[config.mk]
export PLATFORM = sky130hd
export DESIGN_NAME = split_stream_eval
export DESIGN_NICKNAME = d
export VERILOG_FILES = /design/src/rtl/split_pkg.sv /design/src/rtl/split_term_eval.sv /design/src/rtl/split_stream_eval.sv
export SDC_FILE = /design/constraint.sdc
export NUM_CORES = 1
export LEC_CHECK = 0
export ABC_AREA = 1
export CAP_MARGIN = 20
export CORE_UTILIZATION = 46
export CTS_CLUSTER_DIAMETER = 30
export DETAILED_ROUTE_END_ITERATION = 12
export PLACE_DENSITY_LB_ADDON = 0.15
export SLEW_MARGIN = 40
export SYNTH_ARGS = -nofsm -noshare
export SYNTH_HDL_FRONTEND = slang
export SYNTH_SLANG_ARGS = --single-unit
[constraint.sdc]
create_clock -name clk -period 1.8 [get_ports clk]
set_input_delay 0.27 -clock clk [delete_from_list [all_inputs] [get_ports clk]]
set_output_delay 0.27 -clock clk [all_outputs]
set_load 0.005 [all_outputs]
[src/rtl/split_pkg.sv]
// Shared types for the streamed split-constraint evaluator: fold modes, FSM states
// and the per-mode starting value of the running verdict.
package split_pkg;

    typedef enum logic [1:0] {
        MODE_TRUE   = 2'd0,
        MODE_ALL_NZ = 2'd1,
        MODE_ALL_LE = 2'd2,
        MODE_PARITY = 2'd3
    } split_mode_e;

    typedef enum logic [1:0] {
        S_IDLE    = 2'd0,
        S_COLLECT = 2'd1,
        S_DONE    = 2'd2
    } state_e;

    // Parity folds from an empty XOR; every other mode folds from an empty AND.
    function automatic logic acc_init(input split_mode_e mode);
        return (mode == MODE_PARITY) ? 1'b0 : 1'b1;
    endfunction

endpackage

[src/rtl/split_term_eval.sv]
// Combinational fold of one variable into the running frame verdict.
module split_term_eval
    import split_pkg::*;
#(
    parameter int MAX_W = 16
) (
    input  split_mode_e      mode,
    input  logic [MAX_W-1:0] limit,
    input  logic [MAX_W-1:0] data,
    input  logic             acc_in,
    output logic             acc_next
);

    // Per-mode verdict update for the current beat
    always_comb begin
        acc_next = acc_in;
        case (mode)
            MODE_TRUE:   acc_next = acc_in;
            MODE_ALL_NZ: acc_next = acc_in & (data != {MAX_W{1'b0}});
            MODE_ALL_LE: acc_next = acc_in & (data <= limit);
            MODE_PARITY: acc_next = acc_in ^ (^data);
            default:     acc_next = acc_in;
        endcase
    end

endmodule

[src/rtl/split_stream_eval.sv]
// Streams NUM_VARS variables per frame over valid/ready, folds them into one verdict
// under the latched mode, and returns x (plus a framing error flag) on an out handshake.
module split_stream_eval
    import split_pkg::*;
#(
    parameter int NUM_VARS = 150,
    parameter int MAX_W    = 16,
    parameter int CNT_W    = $clog2(NUM_VARS)
) (
    input  logic             clk,
    input  logic             rst,
    input  logic             start,
    input  logic [1:0]       cfg_mode,
    input  logic [MAX_W-1:0] cfg_limit,
    input  logic             in_valid,
    output logic             in_ready,
    input  logic [MAX_W-1:0] in_data,
    input  logic             in_last,
    output logic             out_valid,
    input  logic             out_ready,
    output logic             x,
    output logic             err,
    output logic             busy
);

    localparam logic [CNT_W-1:0] LAST_IDX = CNT_W'(NUM_VARS - 1);

    state_e           state_r, state_s;
    split_mode_e      mode_r, mode_s;
    logic [MAX_W-1:0] limit_r, limit_s;
    logic [CNT_W-1:0] cnt_r, cnt_s;
    logic             acc_r, acc_s;
    logic             out_valid_r, out_valid_s;
    logic             x_r, x_s;
    logic             err_r, err_s;
    logic             in_ready_r, in_ready_s;
    logic             busy_r, busy_s;

    logic             beat_s;
    logic             final_s;
    logic             frame_err_s;
    logic             term_acc_s;

    split_term_eval #(
        .MAX_W (MAX_W)
    ) u_term (
        .mode     (mode_r),
        .limit    (limit_r),
        .data     (in_data),
        .acc_in   (acc_r),
        .acc_next (term_acc_s)
    );

    // A framing error is any disagreement between in_last and the expected final index
    assign beat_s      = in_valid & in_ready_r;
    assign final_s     = (cnt_r == LAST_IDX);
    assign frame_err_s = in_last ^ final_s;

    // Next-state, counter, config and result computation
    always_comb begin
        state_s     = state_r;
        mode_s      = mode_r;
        limit_s     = limit_r;
        cnt_s       = cnt_r;
        acc_s       = acc_r;
        out_valid_s = out_valid_r;
        x_s         = x_r;
        err_s       = err_r;
        case (state_r)
            S_IDLE: begin
                if (start) begin
                    state_s = S_COLLECT;
                    mode_s  = split_mode_e'(cfg_mode);
                    limit_s = cfg_limit;
                    cnt_s   = {CNT_W{1'b0}};
                    acc_s   = acc_init(split_mode_e'(cfg_mode));
                end else begin
                    state_s = S_IDLE;
                end
            end
            S_COLLECT: begin
                if (beat_s) begin
                    acc_s = term_acc_s;
                    if (in_last || final_s) begin
                        state_s     = S_DONE;
                        out_valid_s = 1'b1;
                        err_s       = frame_err_s;
                        x_s         = frame_err_s ? 1'b0 : term_acc_s;
                    end else begin
                        cnt_s = cnt_r + CNT_W'(1);
                    end
                end else begin
                    state_s = S_COLLECT;
                end
            end
            S_DONE: begin
                // x/err stay put after the handoff; only out_valid qualifies them
                if (out_ready) begin
                    state_s     = S_IDLE;
                    out_valid_s = 1'b0;
                end else begin
                    state_s = S_DONE;
                end
            end
            default: begin
                state_s     = S_IDLE;
                out_valid_s = 1'b0;
            end
        endcase
        in_ready_s = (state_s == S_COLLECT);
        busy_s     = (state_s != S_IDLE);
    end

    // State, datapath and output registers
    always_ff @(posedge clk) begin
        if (rst) begin
            state_r     <= S_IDLE;
            mode_r      <= MODE_TRUE;
            limit_r     <= {MAX_W{1'b0}};
            cnt_r       <= {CNT_W{1'b0}};
            acc_r       <= 1'b1;
            out_valid_r <= 1'b0;
            x_r         <= 1'b0;
            err_r       <= 1'b0;
            in_ready_r  <= 1'b0;
            busy_r      <= 1'b0;
        end else begin
            state_r     <= state_s;
            mode_r      <= mode_s;
            limit_r     <= limit_s;
            cnt_r       <= cnt_s;
            acc_r       <= acc_s;
            out_valid_r <= out_valid_s;
            x_r         <= x_s;
            err_r       <= err_s;
            in_ready_r  <= in_ready_s;
            busy_r      <= busy_s;
        end
    end

    assign in_ready  = in_ready_r;
    assign out_valid = out_valid_r;
    assign x         = x_r;
    assign err       = err_r;
    assign busy      = busy_r;

endmodule
* Word level (Yosys, flattened, before mapping) *
Cells that the tools add are included.

operators by class
  $add $sub $neg = 1
  magnitude comparators = 1
  equality and inequality tests = 13
  multiplexer cells = 19
  bitwise operators = 6
  reductions and logical operators = 12

operators by type and width
  cell                                                             number
  8-bit 2-to-1 mux                                                 3
  16-bit <= comparator                                             1
  8-bit case mux with 2 select lines                               1
  16-bit nonzero test                                              1
  16-bit XOR reduction                                             1
  2-bit inequality test, second input constant                     5
  8-bit by 1-bit adder with 8-bit output, second input constant    1
  2-bit == test, second input constant                             4
  8-bit == test, second input constant                             1
  1-bit 2-to-1 mux                                                 8
  4-bit AND reduction                                              2
  2-bit by 1-bit == test with 1-bit output, second input constant  3
  2-bit 2-to-1 mux                                                 3
  2-bit case mux with 3 select lines                               1
  3-bit AND reduction                                              2
  2-bit logical NOT                                                2
  1-bit case mux with 4 select lines                               1
  2-bit nonzero test                                               2
  1-bit AND                                                        3
  1-bit case mux with 3 select lines                               1
  1-bit case mux with 2 select lines                               1
  2-bit AND reduction                                              1
  1-bit bitwise XOR                                                2
  1-bit logical OR                                                 1
  1-bit inverter                                                   1

word-level totals
  register bits after elaboration = 34
  output and inout port bits = 5
  word-level logic and storage cells = 62

* Longest topological paths before layout *
  depth in word-level cells = 6
  depth in mapped cells = 18
  depth with buffers taken out = 18

* Hierarchy *
From an unflattened synthesis, not the netlist that was laid out.

second synthesis, totals
  cell total of the unflattened synthesis = 333
  area, all modules = 2,279.7 µm²

by module, submodules not included
  module             instances  cells an instance  area each (µm²)  seq. area each (µm²)
  split_stream_eval  1          192                1,445.1          680.7
  split_term_eval    1          141                834.6            0.0

* Least setup slack after synthesis *
OpenSTA, ideal clock, no wires.

  path kind = register to register
  start point = reg, netlist name cnt_r[1]
  end point = reg limit_r[1]
  setup time = 119 ps
  arrival time = 1,784 ps
  path slack = -103 ps
  cell stages (with the launch flop) = 14
  path buffers = 1
  clock period less this slack = 1,903 ps
  cell sequence = dfxtp_1 -> inv_1 -> ha_1 -> nand4_1 -> ha_1 -> o21ai_2 -> or2_4 -> nor2_4 -> inv_4 -> nor2_8 -> inv_4 -> buf_6 -> o21ai_0 -> a21oi_1

RTL lines
  what                  RTL line                  RTL
  end signal, assigned  split_stream_eval.sv:119  limit_r <= {MAX_W{1'b0}};
  end signal, assigned  split_stream_eval.sv:130  limit_r <= limit_s;
  end, declared         split_stream_eval.sv:30   logic [MAX_W-1:0] limit_r, limit_s;

==> impl_metrics.yaml <==
status:
  status: "finished, violations left"
  failed_checks: "DRC, setup timing"
floorplanning:
  rows: 24
  core_area_sq_um: 4470
  die_area_sq_um: 5060
  pin_count: 45
  die_h_um: 71.1
  dieWidth_um: 71.1
  initial_core_util_pct: 49.1
run:
  cap_violations: 0
placed_design:
  dpl_cell_area_sq_um: 2900
  dp_slack_ns: -0.330
  dpl.hpwl_mm: 3.54
  gp_congestion: 0.762
  port_buffers: 44
cells_and_area:
  fin_nets: 463
  syn_to_final_growth_pct: 43.2
  mostFrequentLayoutCells: "60 x inv_1, 56 x nand2_1, 44 x clkdlybuf4s50_1"
  antenna_cells: 0
  drive_gt1_share_pct: 21.9
  final_area_sq_um: 3150
  layout_commonest_cell: "inv_1"
  fillers: 367
routing:
  vias: 2151
  finalWirelength_mm: 4.68
  drtAntennaViolNets: 0
  drt_iter0_drc: 105
  drc: 4
  firstDrtPassIters: 8
  routed_via_density: 4.83
  wl_per_cell_um: 10.5
cts:
  cts-buffers-inserted: 5
  cts_tree: "done"
  clockRootBuffer: "clkbuf_8"
  insertion_delay_ns: 0.28
  clockBufferDepth: 2
  cts_htree_levels: 2
  clkTransAtPathRegs_ns: 0.07
  clock_sinks: 34
synth:
  ys_ff_latch: 34
  syn_area_sq_um: 2200
  syn-num-nets: 382
  synth_area_per_cell_sq_um: 7.04
  syn_inst: 312
  ys_seq_area_share_pct: 31.0
  ys_types: 28
  yosysWarnings: 0
global_routing:
  antenna_found_initial: 0
  track_usage_pct: 19.6
  grt.busiest_layer: "met2"
  grt_max_degree: 38
  grtUsageMet1_pct: 26.0
  first_global_vias: 1911
  grtUsageMet2_pct: 32.4
  globalRouteMet3Util_pct: 4.70
  grt_pass1_wl_mm: 7.93
  overflow: 0
sta:
  drv_slew: 0
  slew_headroom_pct: 74.2
  tns_ns: -3.47
  setup_violations: 31
  final-hold-violation-count: 0
  holdWs_ns: 0.457
  fin_skew_ns: 0.00555
  rsz0062_at_grt: "true"
  worstMarginPinSlew_ns: 0.386
  max_freq_mhz: 510
  period_share_pct: 109
  layout_setup_ws_ns: -0.159
  layout_min_cycle_time_ns: 1.96
critical_path:
  reg2reg_depth: 12
  crit_path_start_kind: "flip-flop"
  timing.rr.start: "cnt_r[1]"
  reg2reg_slack_ns: -0.16
  reg2reg_to: "limit_r[2]"
  endpoint_kind: "flip-flop"
  critPathKind: "reg2reg"
  worstPathMaxFanout: 37
  startpoint: "cnt_r[1]"
  crit_required_ns: 1.97
  crit_arrival_ns: 2.13
  endpoint: "limit_r[2]"
hold_path:
  min_path_type: "reg2reg"
power:
  irDropWorstVdd_uv: 533
  p_leak_uw: 0.00150
  power.density_nw_per_um2: 897
## final cells by class
class / count / area (sq um) / area share (%)
clock inverter: 2 / 10.0 / 0.318
multi-input combinational: 204 / 1340 / 42.5
timing repair buffer: 80 / 714 / 22.7
clock buffer: 5 / 68.8 / 2.19
sequential: 34 / 684 / 21.7
inverter: 68 / 265 / 8.43
tap: 52 / 65.1 / 2.07
## state kept, by name, indices dropped and copies added (netlist names)
| name | count |
|---|---|
| in_ready | 1 |
| err | 1 |
| limit_r | 16 |
| x | 1 |
| acc_r | 1 |
| busy | 1 |
| mode_r | 2 |
| cnt_r | 8 |
| state_r | 2 |
| out_valid | 1 |
## cell usage after synthesis (all sizes together)
master,n,area (sq um)
clkbuf,2,7.51
dfxtp,34,681
a21oi,34,170
nor3,3,15.0
xnor2,1,8.76
inv,67,256
nand2,61,239
nand3,7,35.0
xor2,2,17.5
o21a,1,7.51
buf,4,37.5
o21ai,29,149
or2,1,8.76
nand4,4,25.0
a31oi,1,6.26
nor2,29,148
nor4,1,6.26
ha,30,375
clkinv,1,3.75
## worst max-delay path, stage by stage, from the launching register on
cell,delay (ns)
dfxtp_2,0.33
inv_2,0.05
ha_4,0.14
nand4_1,0.11
ha_2,0.20
o21ai_2,0.07
or2_4,0.23
nor2_4,0.16
inv_4,0.08
nor2_8,0.14
inv_8,0.11
o21ai_1,0.16
a21oi_1,0.05
## worst min-delay path by stage
| stage | cells past startpoint | to | start |
|---|---|---|---|
| floorplan | 2 | limit_r[0] | cfg_limit[0] |
| global placement | 2 | limit_r[13] | limit_r[13] |
| detailed placement | 2 | limit_r[4] | limit_r[4] |
| CTS | 2 | limit_r[4] | limit_r[4] |
| global route | 2 | limit_r[1] | limit_r[1] |
| finish | 2 | limit_r[4] | limit_r[4] |
## per-stage QoR
stage / std cells / util [%] / total power (uW)
after floorplan: 312 / - / 1820
after global placement: 432 / 64.8 / 2110
after detailed placement: 432 / 64.8 / 2160
after CTS: 441 / 67.5 / 2740
after global routing: 445 / 70.3 / 3070
final: 445 / 70.3 / 2820
## logic make-up after synthesis
| logic type | after synthesis | synth area share, % |
|---|---|---|
| AOI/OAI and AO/OA | 65 | 15.1 |
| and+or+nand+nor | 106 | 21.7 |
| DFF | 34 | 31.0 |
| buffers and inverters | 74 | 13.9 |
| xor gates and xnor gates | 3 | 1.20 |
| adders and majority gates | 30 | 17.1 |
## timing repair
item	4_1_cts	5_1_grt
gates resized for setup	15	33
setup endpoints to repair	30	34
hold buffers	0	0
buffers inserted	2	4
gates cloned	0	0
hold endpoints to repair	0	0
pin swaps	2	8
## routing by layer
| layer | routed length (um) | up-vias |
|---|---|---|
| met5 | 0 | - |
| met4 | 34 | 0 |
| met3 | 226 | 6 |
| met2 | 2170 | 45 |
| met1 | 2240 | 954 |
| li1 | - | 1146 |
## where the power goes
part | switching [uW] | internal, uW | leakage [uW] | total (uW)
clock | 271 | 259 | 0.0000438 | 531
combinational | 725 | 589 | 0.00117 | 1310
sequential | 66.0 | 913 | 0.000281 | 979
Power figures use the tool's default switching activity.
